File: config.mk
export PLATFORM = sky130hd
export DESIGN_NAME = sd_ram_burst_writer_flat
export DESIGN_NICKNAME = d
export VERILOG_FILES = /design/src/rtl/sd_ram_burst_writer_if.sv /design/src/rtl/sd_ram_burst_writer.sv /design/src/flat_wrapper.sv
export SDC_FILE = /design/constraint.sdc
export NUM_CORES = 1
export LEC_CHECK = 0
export CORE_UTILIZATION = 29
export CTS_CLUSTER_DIAMETER = 40
export DETAILED_ROUTE_END_ITERATION = 12
export SYNTH_ARGS = -nofsm -noshare
export SYNTH_HDL_FRONTEND = slang
export SYNTH_SLANG_ARGS = --single-unit
File: constraint.sdc
create_clock -name clk -period 5.1 [get_ports clk]
set_input_delay 1.02 -clock clk [delete_from_list [all_inputs] [get_ports clk]]
set_output_delay 1.02 -clock clk [all_outputs]
set_load 0.005 [all_outputs]
File: src/rtl/sd_ram_burst_writer_if.sv
// Byte-stream and MCB write-port bundle for the SD-to-RAM burst writer.
// The writer uses "master"; the byte source and MCB model use "slave".
interface sd_ram_burst_writer_if;
    logic        in_valid;
    logic [7:0]  in_data;
    logic        in_ready;
    logic        mem_cmd_en;
    logic [2:0]  mem_cmd_instr;
    logic [5:0]  mem_cmd_bl;
    logic [29:0] mem_cmd_byte_addr;
    logic        mem_cmd_full;
    logic        mem_cmd_empty;
    logic        mem_wr_en;
    logic [31:0] mem_wr_data;
    logic [3:0]  mem_wr_mask;
    logic        mem_wr_full;
    logic        mem_wr_empty;
    logic        mem_wr_underrun;
    logic        mem_wr_error;

    modport master (
        input  in_valid, in_data,
        output in_ready,
        output mem_cmd_en, mem_cmd_instr, mem_cmd_bl, mem_cmd_byte_addr,
        input  mem_cmd_full, mem_cmd_empty,
        output mem_wr_en, mem_wr_data, mem_wr_mask,
        input  mem_wr_full, mem_wr_empty, mem_wr_underrun, mem_wr_error
    );

    modport slave (
        output in_valid, in_data,
        input  in_ready,
        input  mem_cmd_en, mem_cmd_instr, mem_cmd_bl, mem_cmd_byte_addr,
        output mem_cmd_full, mem_cmd_empty,
        input  mem_wr_en, mem_wr_data, mem_wr_mask,
        output mem_wr_full, mem_wr_empty, mem_wr_underrun, mem_wr_error
    );
endinterface

File: src/rtl/sd_ram_burst_writer.sv
// Packs SD bytes into 32-bit words, fills the MCB write FIFO a burst at a time
// and issues one write command per burst until the whole image is in RAM.
module sd_ram_burst_writer #(
    parameter int          BURST_WORDS = 64,
    parameter int          TOTAL_BYTES = 8192,
    parameter logic [29:0] BASE_ADDR   = 30'h0
) (
    input  logic       clk,
    input  logic       reset_n,
    input  logic       calib_done,
    input  logic       start,
    output logic       busy,
    output logic       done,
    output logic       error,
    output logic [7:0] progress,
    sd_ram_burst_writer_if.master bus
);
    localparam int NUM_BURSTS = TOTAL_BYTES / (4 * BURST_WORDS);
    localparam int WCNT_W     = $clog2(BURST_WORDS + 1);
    localparam int BCNT_W     = $clog2(NUM_BURSTS + 1);
    localparam logic [29:0]       BURST_BYTES = 30'(4 * BURST_WORDS);
    localparam logic [WCNT_W-1:0] WORDS_FULL  = WCNT_W'(BURST_WORDS);
    localparam logic [BCNT_W-1:0] LAST_BURST  = BCNT_W'(NUM_BURSTS - 1);

    typedef enum logic [2:0] {
        S_IDLE, S_FILL, S_ISSUE, S_DRAIN, S_DONE, S_ERROR
    } state_t;

    state_t              state_q, state_nxt;
    logic [1:0]          byte_cnt_q;
    logic [23:0]         shift_q;
    logic [WCNT_W-1:0]   word_cnt_q;
    logic [BCNT_W-1:0]   burst_cnt_q;
    logic                cmd_en_q;
    logic                wr_en_q;
    logic [31:0]         wr_data_q;
    logic [29:0]         addr_q;
    logic                fault;
    logic                word_done;
    logic                cmd_fire;
    logic                in_ready_c;
    logic                byte_acc;

    assign fault     = bus.mem_wr_underrun | bus.mem_wr_error;
    assign word_done = (word_cnt_q == WORDS_FULL);
    assign byte_acc  = bus.in_valid & in_ready_c;

    always_comb begin
        state_nxt  = state_q;
        in_ready_c = 1'b0;
        cmd_fire   = 1'b0;
        case (state_q)
            S_IDLE: begin
                if (start && calib_done) state_nxt = S_FILL;
            end
            S_FILL: begin
                if (fault) begin
                    state_nxt = S_ERROR;
                end else begin
                    // The cycle that strobes the burst's last word takes no new byte.
                    in_ready_c = !bus.mem_wr_full && !word_done;
                    if (word_done) state_nxt = S_ISSUE;
                end
            end
            S_ISSUE: begin
                if (fault) begin
                    state_nxt = S_ERROR;
                end else if (!bus.mem_cmd_full) begin
                    cmd_fire  = 1'b1;
                    state_nxt = (burst_cnt_q == LAST_BURST) ? S_DRAIN : S_FILL;
                end
            end
            S_DRAIN: begin
                // Wait out the final command strobe before trusting the empty flags.
                if (fault) begin
                    state_nxt = S_ERROR;
                end else if (!cmd_en_q && bus.mem_cmd_empty && bus.mem_wr_empty) begin
                    state_nxt = S_DONE;
                end
            end
            default: ;
        endcase
    end

    always_ff @(posedge clk or negedge reset_n) begin
        if (!reset_n) begin
            state_q     <= S_IDLE;
            busy        <= 1'b0;
            done        <= 1'b0;
            error       <= 1'b0;
            progress    <= 8'd0;
            byte_cnt_q  <= 2'd0;
            shift_q     <= 24'd0;
            word_cnt_q  <= '0;
            burst_cnt_q <= '0;
            cmd_en_q    <= 1'b0;
            wr_en_q     <= 1'b0;
            wr_data_q   <= 32'd0;
            addr_q      <= BASE_ADDR;
        end else begin
            state_q  <= state_nxt;
            busy     <= (state_nxt == S_FILL) || (state_nxt == S_ISSUE) || (state_nxt == S_DRAIN);
            done     <= (state_nxt == S_DONE);
            error    <= (state_nxt == S_ERROR);
            wr_en_q  <= 1'b0;
            cmd_en_q <= cmd_fire;

            if (byte_acc) begin
                byte_cnt_q <= byte_cnt_q + 2'd1;
                shift_q    <= {shift_q[15:0], bus.in_data};
                if (byte_cnt_q == 2'd3) begin
                    wr_en_q    <= 1'b1;
                    wr_data_q  <= {shift_q, bus.in_data};
                    word_cnt_q <= word_cnt_q + WCNT_W'(1);
                end
            end else if ((state_q == S_FILL) && word_done) begin
                word_cnt_q <= '0;
            end

            if (cmd_fire) burst_cnt_q <= burst_cnt_q + BCNT_W'(1);

            // Address and progress advance once the command strobe has been presented.
            if (cmd_en_q) begin
                addr_q <= addr_q + BURST_BYTES;
                if (progress != 8'hFF) progress <= progress + 8'd1;
            end
        end
    end

    assign bus.in_ready          = in_ready_c;
    assign bus.mem_cmd_en        = cmd_en_q;
    assign bus.mem_cmd_instr     = 3'b000;
    assign bus.mem_cmd_bl        = 6'(BURST_WORDS - 1);
    assign bus.mem_cmd_byte_addr = addr_q;
    assign bus.mem_wr_en         = wr_en_q;
    assign bus.mem_wr_data       = wr_data_q;
    assign bus.mem_wr_mask       = 4'b0000;
endmodule

File: src/flat_wrapper.sv
// flat-port wrapper written by rule: the top's interface ports become plain ports
module sd_ram_burst_writer_flat 
#(
    parameter int          BURST_WORDS = 64,
    parameter int          TOTAL_BYTES = 8192,
    parameter logic [29:0] BASE_ADDR   = 30'h0
)
  (clk, reset_n, calib_done, start, busy, done, error, progress, bus_in_valid, bus_in_data, bus_in_ready, bus_mem_cmd_en, bus_mem_cmd_instr, bus_mem_cmd_bl, bus_mem_cmd_byte_addr, bus_mem_cmd_full, bus_mem_cmd_empty, bus_mem_wr_en, bus_mem_wr_data, bus_mem_wr_mask, bus_mem_wr_full, bus_mem_wr_empty, bus_mem_wr_underrun, bus_mem_wr_error);
  sd_ram_burst_writer_if bus_i ();
  input  logic clk;
  input  logic reset_n;
  input  logic calib_done;
  input  logic start;
  output logic busy;
  output logic done;
  output logic error;
  output logic [7:0] progress;
  input wire logic [$bits(bus_i.in_valid)-1:0] bus_in_valid;
  input wire logic [$bits(bus_i.in_data)-1:0] bus_in_data;
  output wire logic [$bits(bus_i.in_ready)-1:0] bus_in_ready;
  output wire logic [$bits(bus_i.mem_cmd_en)-1:0] bus_mem_cmd_en;
  output wire logic [$bits(bus_i.mem_cmd_instr)-1:0] bus_mem_cmd_instr;
  output wire logic [$bits(bus_i.mem_cmd_bl)-1:0] bus_mem_cmd_bl;
  output wire logic [$bits(bus_i.mem_cmd_byte_addr)-1:0] bus_mem_cmd_byte_addr;
  input wire logic [$bits(bus_i.mem_cmd_full)-1:0] bus_mem_cmd_full;
  input wire logic [$bits(bus_i.mem_cmd_empty)-1:0] bus_mem_cmd_empty;
  output wire logic [$bits(bus_i.mem_wr_en)-1:0] bus_mem_wr_en;
  output wire logic [$bits(bus_i.mem_wr_data)-1:0] bus_mem_wr_data;
  output wire logic [$bits(bus_i.mem_wr_mask)-1:0] bus_mem_wr_mask;
  input wire logic [$bits(bus_i.mem_wr_full)-1:0] bus_mem_wr_full;
  input wire logic [$bits(bus_i.mem_wr_empty)-1:0] bus_mem_wr_empty;
  input wire logic [$bits(bus_i.mem_wr_underrun)-1:0] bus_mem_wr_underrun;
  input wire logic [$bits(bus_i.mem_wr_error)-1:0] bus_mem_wr_error;
  assign bus_i.in_valid = bus_in_valid;
  assign bus_i.in_data = bus_in_data;
  assign bus_in_ready = bus_i.in_ready;
  assign bus_mem_cmd_en = bus_i.mem_cmd_en;
  assign bus_mem_cmd_instr = bus_i.mem_cmd_instr;
  assign bus_mem_cmd_bl = bus_i.mem_cmd_bl;
  assign bus_mem_cmd_byte_addr = bus_i.mem_cmd_byte_addr;
  assign bus_i.mem_cmd_full = bus_mem_cmd_full;
  assign bus_i.mem_cmd_empty = bus_mem_cmd_empty;
  assign bus_mem_wr_en = bus_i.mem_wr_en;
  assign bus_mem_wr_data = bus_i.mem_wr_data;
  assign bus_mem_wr_mask = bus_i.mem_wr_mask;
  assign bus_i.mem_wr_full = bus_mem_wr_full;
  assign bus_i.mem_wr_empty = bus_mem_wr_empty;
  assign bus_i.mem_wr_underrun = bus_mem_wr_underrun;
  assign bus_i.mem_wr_error = bus_mem_wr_error;
  sd_ram_burst_writer #(.BURST_WORDS(BURST_WORDS), .TOTAL_BYTES(TOTAL_BYTES), .BASE_ADDR(BASE_ADDR)) u_core (.clk(clk), .reset_n(reset_n), .calib_done(calib_done), .start(start), .busy(busy), .done(done), .error(error), .progress(progress), .bus(bus_i));
endmodule
==> impl_metrics.py <==
metrics = {
    "status": {
        "outcome": "completed",
    },
    "worst_setup_path": {
        "r2r_cells": 7,
        "crit_type": "in -> reg",
        "rrSetupSlack_ps": 1880,
        "worstPathCellList": "clkdlybuf4s50_1 > or4b_4 > a2111o_1 > inv_2 > nand4_1 > xnor2_1",
        "cp_top_family": "buffers and inverters",
        "end_kind": "flip-flop",
        "cpPeakStageDelay_ps": 810,
        "start_kind": "input port",
        "timing.rr.start": "u_core.word_cnt_q[0]$_DFFE_PN0P_",
        "rr_endpoint": "u_core.word_cnt_q[6]$_DFFE_PN0P_",
        "crit_arrival_ps": 4020,
        "slowest_stage": "a2111o_1",
        "crit_fanout": 41,
        "cp.required_ps": 5340,
        "path_buf_inv": 2,
    },
    "sta": {
        "relSlewSlack_pct": 24.7,
        "worst_slack_ps": 1310,
        "maxSlewViolCount": 0,
        "period_minus_slack_ps": 3790,
        "clock_skew_ps": 11.3,
        "rsz0062_at_grt": "false",
        "fmax_ghz": 0.264,
        "setup_violations": 0,
        "fin_tns_setup_ps": 0,
        "hold_viol": 0,
        "period_share_pct": 74.3,
        "worst_pin_slew_ps": 1120,
    },
    "clocking": {
        "cts-buffers-inserted": 9,
        "insertion_delay_ps": 350,
        "cts_hold_buf": 0,
        "clock_sinks": 109,
        "clkTransAtPathRegs_ps": 80,
        "cts_setup_buffers": 0,
        "root_buffer": "clkbuf_16",
        "cts_max_level": 3,
        "cts_resized": 0,
        "cts_buffer_depth": 2,
        "tritoncts": "yes",
    },
    "global_routing": {
        "grt_pass1_vias": 3228,
        "grt_max_degree": 71,
        "grt_overflow": 0,
        "grt_pass1_wl_mm": 16.2,
        "grt_antenna_before_repair": 0,
        "grt_usage_pct": 12.4,
    },
    "place": {
        "portBuffers": 86,
        "placed_area_sq_um": 5680,
        "dp_hpwl_mm": 6.54,
        "finalWeightedCongestion": 0.762,
        "pre_cts_slack_ps": 926,
    },
    "logic_synthesis": {
        "synth_ff_type": "dfrtp_1",
        "yosysSeqAreaShare_pct": 58.1,
        "yosys_warnings": 0,
        "synth.distinct_cells": 44,
        "syn_avg_cell_area_sq_um": 11.0,
        "async_reset_ff_share_pct": 100,
        "synthTopCellsByArea": "dfrtp_1 (58%), nand2_1 (8.7%), mux2_2 (6.7%)",
        "yosysTopAreaCellShare_pct": 58.1,
        "netlist_instances": 426,
        "syn_area_sq_um": 4690,
        "synth-seq-cells": 109,
        "synth_top_area_cell": "dfrtp_1",
        "synth-edff-count": 0,
    },
    "min_path": {
        "worstHoldStart": "u_core.burst_cnt_q[5]$_DFFE_PN0P_",
        "hold_path_class": "reg -> reg",
        "holdPathStages": 1,
        "min_to": "u_core.burst_cnt_q[5]$_DFFE_PN0P_",
    },
    "drt": {
        "num_vias": 3266,
        "drtIter0Drc": 140,
        "drc_errors": 0,
        "wire_per_inst_microns": 13.3,
        "routed_wl_mm": 9.70,
        "via_per_inst": 4.47,
        "drtAntennaViolNets": 0,
        "firstDrtPassIters": 5,
    },
    "power": {
        "power.switching_uw": 388,
        "p_int_uw": 1250,
        "seq_power_share_pct": 53.3,
        "pwr-share-clk_pct": 43.6,
        "p_leak_uw": 0.00282,
        "combPwrFrac_pct": 3.2,
        "power.density_nw_per_um2": 274,
        "p_sw_share_pct": 23.6,
        "vdd_drop_max_v": 0.000150,
    },
    "die": {
        "fp.dieH_microns": 129,
        "initial_core_util_pct": 29.6,
        "die_area_sq_um": 16700,
        "die_w_microns": 129,
        "row_count": 46,
        "coreArea_sq_um": 15800,
        "ios": 108,
    },
    "layout": {
        "final_cell_mix": "nand2_1 (109), dfrtp_1 (109), clkdlybuf4s50_1 (85)",
        "antenna_cells": 0,
        "synthToLayoutAreaGrowth_pct": 27.7,
        "final_nets": 534,
        "drive_above_1_share_pct": 10.5,
        "fin_util_pct": 37.8,
        "finalInstanceArea_sq_um": 5990,
    },
    "flow_run": {
        "max-cap-violations": 0,
    },
}
==> final cells by class <==
class	count	area, sq um
tap	216	270
clock buffer	10	239
clock inverter	6	70.1
timing repair buffer	88	873
sequential	109	2730
inverter	7	26.3
multi-input combinational	294	1780
fill	1559	9840
==> cell usage after synthesis (2+ instances only) <==
master     count
nand4_1       14
and4_1         3
o21a_1         2
a21oi_1        5
clkbuf_1       7
a41oi_1        2
and2_1         2
or2_2          3
inv_1          6
nand2_1      109
ha_1           6
nand3_1       15
xor2_1         9
xnor2_1       25
nor2_1        10
nor4_1         2
and3_1         6
nor4bb_1       2
o21ai_0        5
a31oi_1        3
mux2_2        28
buf_4         24
nand4bb_1      2
buf_2          4
nor3_1         4
conb_1         2
dfrtp_1      109
==> registers in the layout, indices dropped and copies added (netlist names), 2 cells and up <==
signal	flops
u_core.word_cnt_q	7
u_core.bus.mem_cmd_byte_addr	22
u_core.bus.mem_wr_data	32
u_core.shift_q	24
u_core.byte_cnt_q	2
u_core.state_q	3
u_core.burst_cnt_q	6
u_core.progress	8
==> worst register-to-register path, cell delays in order (launching register included) <==
cell and delay (ps):
dfrtp_1 440, inv_1 80, ha_1 180, nor4bb_1 420, a2111o_1 960, inv_2 600, a41oi_1 360, a31oi_1 60
==> layer usage <==
layer  up-vias  track usage [%]  wire length, microns
li1       1557                -                     -
met1      1618             16.7                  4640
met2        84             19.4                  4470
met3         7             3.26                   481
met4         0             4.01                   112
met5         -                0                     0
==> power groups by stage <==
stage	clock (uW)	sequential, uW	combinational, uW
global route	773	875	60.4
CTS	745	874	53.7
detailed placement	0	891	53.6
finish	715	874	51.9
floorplan	0	889	25.4
global placement	0	891	52.0
==> worst max path at each step <==
stage | slack, ps | cells after the start | to | startpoint
3_3_place_gp | 1050 | 6 | u_core.word_cnt_q[5]$_DFFE_PN0P_ | bus_mem_wr_error
6_report | 1310 | 6 | u_core.word_cnt_q[4]$_DFFE_PN0P_ | bus_mem_wr_error
2_1_floorplan | 2510 | 6 | u_core.word_cnt_q[3]$_DFFE_PN0P_ | bus_mem_wr_error
3_5_place_dp | 930 | 6 | u_core.word_cnt_q[4]$_DFFE_PN0P_ | bus_mem_wr_error
4_1_cts | 1300 | 6 | u_core.word_cnt_q[4]$_DFFE_PN0P_ | bus_mem_wr_error
5_1_grt | 1100 | 6 | u_core.word_cnt_q[3]$_DFFE_PN0P_ | bus_mem_wr_error
==> logic make-up (layout without fill, tap and decap cells) <==
family | after synthesis | in the layout | share of synthesized area [%]
simple gates | 179 | 179 | 17.9
flops | 109 | 109 | 58.1
buf+inv | 42 | 111 | 5.39
fa+ha+maj | 6 | 6 | 1.60
mux | 28 | 28 | 6.72
compound gates | 26 | 26 | 3.71
xor+xnor | 34 | 34 | 6.35
other cells | 2 | 21 | 0.160
==> metrics by stage <==
stage,total power (uW),hold WS (ps),std cells
final,1640,468,730
after global routing,1710,487,730
after CTS,1670,473,730
after detailed placement,945,457,714
after global placement,943,449,714
after floorplan,914,435,445
(Power assumes the default switching activity.)
